`src/rtl/tensor_pe_sequencer.sv`:
```
// Steps one tensor PE through multi-beat tile operations for several warps.
// Round-robin grant, NUM_STEPS operand beats, optional register writeback.
module tensor_pe_sequencer #(
  parameter int NUM_WARPS = 4,
  parameter int NUM_TILES = 2,
  parameter int NUM_STEPS = 4,
  parameter int RDW       = 5,
  localparam int WIDW     = $clog2(NUM_WARPS),
  localparam int TILEW    = $clog2(NUM_TILES),
  localparam int STEPW    = (NUM_STEPS > 1) ? $clog2(NUM_STEPS) : 1
) (
  input  logic                           clk,
  input  logic                           reset,
  input  logic [NUM_WARPS-1:0]           req_valid,
  output logic [NUM_WARPS-1:0]           req_ready,
  input  logic [NUM_WARPS*TILEW-1:0]     req_tile,
  input  logic [NUM_WARPS-1:0]           req_wb,
  input  logic [NUM_WARPS*RDW-1:0]       req_rd,
  output logic                           pe_valid,
  input  logic                           pe_ready,
  output logic [STEPW-1:0]               pe_step,
  output logic [WIDW-1:0]                pe_wid,
  output logic [TILEW-1:0]               pe_tile,
  output logic                           pe_first,
  output logic                           pe_last,
  output logic [NUM_WARPS*NUM_TILES-1:0] tile_shift_en,
  output logic                           wb_valid,
  input  logic                           wb_ready,
  output logic [WIDW-1:0]                wb_wid,
  output logic [RDW-1:0]                 wb_rd,
  output logic                           busy
);

  typedef enum logic [1:0] {
    S_IDLE,
    S_ISSUE,
    S_WB
  } state_t;

  state_t           state;
  logic [STEPW-1:0] step;
  logic [WIDW-1:0]  rr_ptr;
  logic [WIDW-1:0]  lat_wid;
  logic [TILEW-1:0] lat_tile;
  logic             lat_wb;
  logic [RDW-1:0]   lat_rd;

  logic             grant_valid;
  logic [WIDW-1:0]  grant_id;
  logic [WIDW-1:0]  probe;
  logic             beat_fire;
  logic             step_last;

  // Scan from the highest offset down so the warp nearest rr_ptr is written last and wins.
  // NOTE: every combinational output gets a default first so no latch is inferred.
  always_comb begin
    grant_valid = 1'b0;
    grant_id    = '0;
    probe       = '0;
    for (int i = NUM_WARPS - 1; i >= 0; i--) begin
      probe = rr_ptr + WIDW'(i);
      if (req_valid[probe]) begin
        grant_valid = 1'b1;
        grant_id    = probe;
      end
    end
  end

  always_comb begin
    req_ready = '0;
    if (state == S_IDLE && reset && grant_valid) begin
      req_ready[grant_id] = 1'b1;
    end
  end

  assign step_last = (step == STEPW'(NUM_STEPS - 1));
  assign beat_fire = (state == S_ISSUE) && pe_ready;

  always_comb begin
    tile_shift_en = '0;
    if (beat_fire) begin
      tile_shift_en[{lat_wid, lat_tile}] = 1'b1;
    end
  end

  assign pe_valid = (state == S_ISSUE);
  assign pe_step  = step;
  assign pe_wid   = lat_wid;
  assign pe_tile  = lat_tile;
  assign pe_first = pe_valid && (step == '0);
  assign pe_last  = pe_valid && step_last;
  assign wb_valid = (state == S_WB);
  assign wb_wid   = lat_wid;
  assign wb_rd    = lat_rd;
  assign busy     = (state != S_IDLE);

  // NOTE: sequential state uses non-blocking assignments only, so every register
  // sees the pre-edge value of every other register.
  always_ff @(posedge clk) begin
    if (!reset) begin
      state    <= S_IDLE;
      step     <= '0;
      rr_ptr   <= '0;
      lat_wid  <= '0;
      lat_tile <= '0;
      lat_wb   <= 1'b0;
      lat_rd   <= '0;
    end else begin
      case (state)
        S_IDLE: begin
          if (grant_valid) begin
            lat_wid  <= grant_id;
            lat_tile <= req_tile[grant_id*TILEW +: TILEW];
            lat_wb   <= req_wb[grant_id];
            lat_rd   <= req_rd[grant_id*RDW +: RDW];
            step     <= '0;
            rr_ptr   <= grant_id + WIDW'(1);
            state    <= S_ISSUE;
          end
        end
        S_ISSUE: begin
          if (pe_ready) begin
            if (step_last) begin
              step  <= '0;
              state <= lat_wb ? S_WB : S_IDLE;
            end else begin
              step <= step + STEPW'(1);
            end
          end
        end
        S_WB: begin
          if (wb_ready) begin
            state <= S_IDLE;
          end
        end
        default: state <= S_IDLE;
      endcase
    end
  end

endmodule

```
`config.mk`:
```
export PLATFORM = sky130hd
export DESIGN_NAME = tensor_pe_sequencer
export DESIGN_NICKNAME = d
export VERILOG_FILES = /design/src/rtl/tensor_pe_sequencer.sv
export SDC_FILE = /design/constraint.sdc
export NUM_CORES = 1
export LEC_CHECK = 0
export BUFFER_PORTS_ARGS = -buffer_cell sky130_fd_sc_hd__buf_2
export CORE_ASPECT_RATIO = 0.6
export CORE_MARGIN = 1
export CORE_UTILIZATION = 42
export DETAILED_ROUTE_END_ITERATION = 10
export HOLD_SLACK_MARGIN = 0.06
export PLACE_DENSITY = 0.79
export SETUP_SLACK_MARGIN = 0.1
export SLEW_MARGIN = 20
export SYNTH_ARGS = -nofsm -noshare
export SYNTH_HDL_FRONTEND = slang
export SYNTH_SLANG_ARGS = --single-unit
```
`constraint.sdc`:
```
create_clock -name clk -period 1.8 [get_ports clk]
set_input_delay 0.18 -clock clk [delete_from_list [all_inputs] [get_ports clk]]
set_output_delay 0.18 -clock clk [all_outputs]
set_load 0.02 [all_outputs]
```
==> results of run 1 <==
Yosys cell counts (all sizes together):
master / n
nor2: 11
inv: 3
o2bb2ai: 1
buf: 5
ha: 2
dfxtp: 15
nand2b: 2
a31oi: 1
o31ai: 1
a221oi: 7
or3: 1
o21ai: 10
o22ai: 8
a2bb2oi: 1
nor4: 1
nand2: 12
a21boi: 3
o21bai: 1
nor3b: 1
mux2i: 7
and2b: 3
o211a: 1
a21oi: 1
and3: 2
o311ai: 1
nor2b: 6
clkbuf: 3
nor3: 6
nand3: 5
or2: 1
and2: 4
worst paths after layout:
kind	slack, ns	depth (start not counted)	endpoint	startpoint
setup / recovery	0.07	6	req_ready[2]	rr_ptr[0]
hold / removal	0.22	3	wb_rd[2]	req_rd[2]
setup reg to reg	0.12	7	pe_tile	rr_ptr[0]
hold reg to reg	0.51	2	pe_step[1]	pe_step[1]
area by class of cell:
cell class,count,area [um^2]
clock buffers,4,45.04
well taps,30,37.54
flip-flops and latches,15,302.8
repair buffers,73,395.4
fillers,188,744.5
inverters,3,11.26
multi-input cells,100,724.4
critical path: cells and delay by family, from the launching register on:
family,cells,cell delay [ns]
buffers and inverters,1,0.15
DFF,1,0.37
AOI/OAI and AO/OA,1,0.20
and+or+nand+nor,4,0.60
flip-flops by register name (all words and copies together), names as in the netlist:
| register | count |
|---|---|
| lat_wb | 1 |
| pe_step | 2 |
| pe_tile | 1 |
| pe_wid | 2 |
| rr_ptr | 2 |
| state | 2 |
| wb_rd | 5 |
cell families after synthesis:
family                     synth area share, %
and+or+nand+nor                          28.26
adders and majority gates                2.395
buffers and inverters                    6.945
DFF                                      28.74
muxes                                    6.707
AOI/OAI and AO/OA                        26.95
through the flow:
stage	power [uW]	hold WS [ns]	util (%)
after floorplan	672.4	0.3266	-
after global placement	792.8	0.4631	61.26
after detailed placement	806.5	0.4740	61.26
after CTS	1115	0.2204	66.46
after global routing	1180	0.2307	67.07
final	1117	0.2197	67.07
report_power, final:
| part | internal (uW) | switching, uW |
|---|---|---|
| Clock | 156 | 110 |
| Sequential | 371 | 41.0 |
| Combinational | 199 | 239 |
metal layers:
metal / vias up / global-route usage [%] / part of all wire [%]
li1: 604 / - / -
met1: 567 / 31.25 / 46
met3: 4 / 6.667 / 6.1
met5: - / 0 / 0
met2: 65 / 41.07 / 46
met4: 0 / 3.723 / 0.90
layout by cell type (no fill, tap or decap), types with 2 or more instances in the layout:
cell type and count:
nor2b_1 5, clkbuf_8 3, nor2_4 2, dfxtp_1 13, o21ai_0 10, dfxtp_2 2
nor3_1 5, and2_1 4, nand2_1 11, o22ai_1 7, and2b_2 2, a21boi_1 2
buf_4 12, a221oi_1 7, buf_2 61, ha_1 2, and3_2 2, inv_1 3
nand2b_1 2, nor2_1 9, nand3_1 4, mux2i_1 7
what timing repair did:
| action | in CTS | in global routing |
|---|---|---|
| pin swaps | 2 | 0 |
| endpoints found under the setup margin | 16 | 12 |
| hold endpoints to repair | 0 | 0 |
| setup buffers | 4 | 0 |
| gates resized for setup | 12 | 5 |
==> results.cfg, run 1 <==
[placed_design]
hpwl_um = 2304
pre_cts_slack_ns = 0.06419
io_buffers = 64
place_area_um2 = 1385
gp_congestion = 0.7562
dp_cells = 217

[global_route]
grt_max_degree = 20
antenna_found_initial = 0
grt.overflow.total = 0
first_global_vias = 1017
grt_first_pass_wirelength_um = 4657
track_usage_pct = 23.93

[floorplanning]
start_util_pct = 46.21
num_rows = 13
die_h_um = 40.64
die_x_um = 66.39
ios = 65
core_um2 = 2261
die-area_um2 = 2698

[timing]
worstMarginPinSlew_ns = 0.4084
period_minus_slack_ns = 1.733
setup_viol = 0
max_freq_mhz = 577.0
rsz0062_at_grt = true
post-route-period-util_pct = 96.28
slew_viol_final = 0
fin_ws_ns = 0.06689
skew_ns = 0.001433
slew_headroom_pct = 72.70
setup-tns-final_ns = 0
hold_violations = 0

[layout]
final_layout_size_suffix_gt1_share_pct = 49.23
nets = 234
area_growth_pct = 45.15
antennaDiodeCount = 0
stdcell_count = 225
stdcell_area_um2 = 1516

[worst_setup_path]
slowest_stage = dfxtp_2
worstSetupPathType = flip-flop to output port
worstSetupEndpointType = output port
cpPeakStageDelay_ns = 0.37
cp-start-kind = flip-flop
required_ns = 1.62
cp.arrival_ns = 1.55
crit_fanout = 5
path_cells = and2b_2 -> nor2_4 -> a2bb2oi_2 -> nand3_2 -> nor2b_1 -> buf_4

[route]
vias = 1240
vias_per_cell = 5.511
drc = 0
wirelength_um = 3218
ant_nets = 0
wire_per_inst_um = 14.30
dr.pass1.iters = 4
drt_iter0_drc = 72

[clock_tree]
clock-sinks = 15
htreeDepth = 1
cts_inserted_buffers = 3
cts_root_buf = clkbuf_8
clk_pin_slew_worst_paths_ns = 0.06
clk-insertion-delay-late_ns = 0.24
cts.path.max_buffers = 2
tritoncts = built
hold_buffers = 0

[synth]
synthesis.area_um2 = 1045
synth_fp_nets = 164
ys_types = 36
syn_avg_cell_area_um2 = 8.292
synth_top_area_cell = dfxtp_1
synth_area_leaders = dfxtp_1 29%, mux2i_1 6.7%, a221oi_1 5.9%
synth_top_area_share_pct = 28.74
seq_area_frac_synth_pct = 28.74
syn-instance-count = 126
ys_warn_count = 0
ys_seq_elements = 15

[power]
p_per_area_nw_per_um2 = 736.7
ir_drop_mv = 0.4644
leakagePower_uw = 0.0007546

[status]
status = finished, final reports clean

[run]
drv_cap = 0

[worst_hold_path]
hold_class = input pin to flip-flop
Power figures use the tool's default switching activity.
==> inputs of run 2 (changes only) <==
Clock period 1.8 ns to 1.75 ns, I/O delays scaled along.
==> results.cfg, run 2 (same netlist as run 1, synthesis figures left out) <==
[worst_setup_path]
cpPeakStageDelay_ns = 0.35
required_ns = 1.57
worstReg2RegStart = rr_ptr[0]
cp-endpoint = req_ready[2]
ff2ff_setup_slack_ns = 0.18
crit_fanout = 4
worstSetupEndpointType = output port
slowest_stage = dfxtp_2
cp-start-kind = flip-flop
r2r_end = lat_wb
worstSetupPathType = flip-flop to output port
crit_cells = 6
path_cells = and2b_2 -> nor2_4 -> a2bb2oi_4 -> nand3_2 -> nor2b_1 -> buf_4
cp.arrival_ns = 1.55
r2r_cells = 6
crit_family = simple AND/OR/NAND/NOR gates
crit_buf_inv = 1
critPathLaunch = rr_ptr[0]

[power]
p_per_area_nw_per_um2 = 756.7
leakagePower_uw = 0.0007812
ir_drop_mv = 0.5474
p_int_uw = 773.7
comb_power_share_pct = 41.0
p_seq_share_pct = 34.8
p_sw_share_pct = 36.25
power.share.clock_pct = 24.2
switchingPower_uw = 440.0

[timing]
slew_viol_final = 0
skew_ns = 0.002980
rsz0062_at_grt = true
period_minus_slack_ns = 1.728
slew_headroom_pct = 78.83
post-route-period-util_pct = 98.76
setup-tns-final_ns = 0
hold_violations = 0
setup_viol = 0
worstMarginPinSlew_ns = 0.3175
max_freq_mhz = 578.6

[route]
drc = 0
wirelength_um = 3471
vias = 1266
dr.pass1.iters = 4
vias_per_cell = 5.504
wire_per_inst_um = 15.09
ant_nets = 0
drt_iter0_drc = 61

[global_route]
grt.overflow.total = 0
antenna_found_initial = 0
track_usage_pct = 24.72
first_global_vias = 1025
grt_first_pass_wirelength_um = 4740
grt_max_degree = 20

[placed_design]
io_buffers = 64
hpwl_um = 2372
gp_congestion = 0.7771
place_area_um2 = 1408

[clock_tree]
clk-insertion-delay-late_ns = 0.25
hold_buffers = 0
cts_root_buf = clkbuf_8
clock-sinks = 15
cts_inserted_buffers = 3
clk_pin_slew_worst_paths_ns = 0.07
cts.path.max_buffers = 2
htreeDepth = 1
tritoncts = built

[layout]
final_cell_mix = 60 x buf_2, 17 x buf_4, 13 x dfxtp_1
final-seq-area_um2 = 305.3
area_growth_pct = 53.53
largest_register_ffs = 5
nets = 239
final_common_cell = buf_2
final_layout_size_suffix_gt1_share_pct = 52.50
fillCellCount = 166
stdcell_area_um2 = 1604
antennaDiodeCount = 0
multiInputGateArea_um2 = 764.5

[worst_hold_path]
hold_class = input pin to flip-flop

[status]
status = finished, final reports clean

[floorplanning]
num_rows = 13
ios = 65
die_x_um = 66.39
die-area_um2 = 2698
core_um2 = 2261
die_h_um = 40.64
start_util_pct = 46.21

[run]
drv_cap = 0
==> run 2: power groups by stage <==
stage | sequential, uW | combinational (uW) | clock [uW]
2_1_floorplan | 450 | 242 | 0
3_3_place_gp | 423 | 403 | 0
3_5_place_dp | 424 | 416 | 0
4_1_cts | 419 | 460 | 294
5_1_grt | 427 | 533 | 312
6_report | 423 | 498 | 293
==> run 2: layer usage <==
layer / vias to the layer above / part of all wire (%) / track usage [%]
li1: 614 / - / -
met1: 584 / 45 / 31.06
met2: 64 / 49 / 43.88
met3: 4 / 5.1 / 6.111
met4: 0 / 0.98 / 6.383
met5: - / 0 / 0
==> run 2: area by class of cell <==
class,count,share of cell area [%]
multi-input cells,100,47.66
repair buffers,78,27.38
flip-flops and latches,15,19.03
clock buffers,3,2.574
well taps,30,2.340
inverters,3,0.7020
clock inverters,1,0.3120
==> run 2: timing repair <==
action / 4_1_cts / 5_1_grt
setup endpoints to repair: 9 / 15
pin swaps: 4 / 1
setup buffers: 4 / 2
gates resized for setup: 17 / 11
==> run 2: worst reg2reg max path: cells and delay by family (launching register included) <==
family / cells / cell delay (ns)
AND/OR/NAND/NOR: 2 / 0.50
buffers and inverters: 1 / 0.17
multiplexers: 1 / 0.20
flip-flops: 1 / 0.35
AO/OA/AOI/OAI: 2 / 0.23
==> run 2: worst min-delay path by stage <==
| stage | cells after the start | from | to |
|---|---|---|---|
| global placement | 3 | req_rd[5] | wb_rd[0] |
| CTS | 3 | req_rd[9] | wb_rd[4] |
| finish | 3 | req_rd[0] | wb_rd[0] |
| floorplan | 2 | pe_ready | pe_step[1] |
| global route | 3 | req_rd[8] | wb_rd[3] |
| detailed placement | 3 | req_rd[9] | wb_rd[4] |
==> run 2: metrics by stage <==
step | total power (uW) | util [%] | hold slack, ns | std cells | setup slack (ns)
6_report | 1214 | 70.95 | 0.2015 | 230 | 0.02162
5_1_grt | 1272 | 70.95 | 0.2051 | 230 | -0.04310
4_1_cts | 1173 | 68.12 | 0.1985 | 228 | 0.06598
3_5_place_dp | 839.8 | 62.26 | 0.4638 | 220 | 0.07537
3_3_place_gp | 826.0 | 62.26 | 0.4442 | 220 | 0.1444
2_1_floorplan | 691.6 | - | 0.3216 | 126 | 0.04770
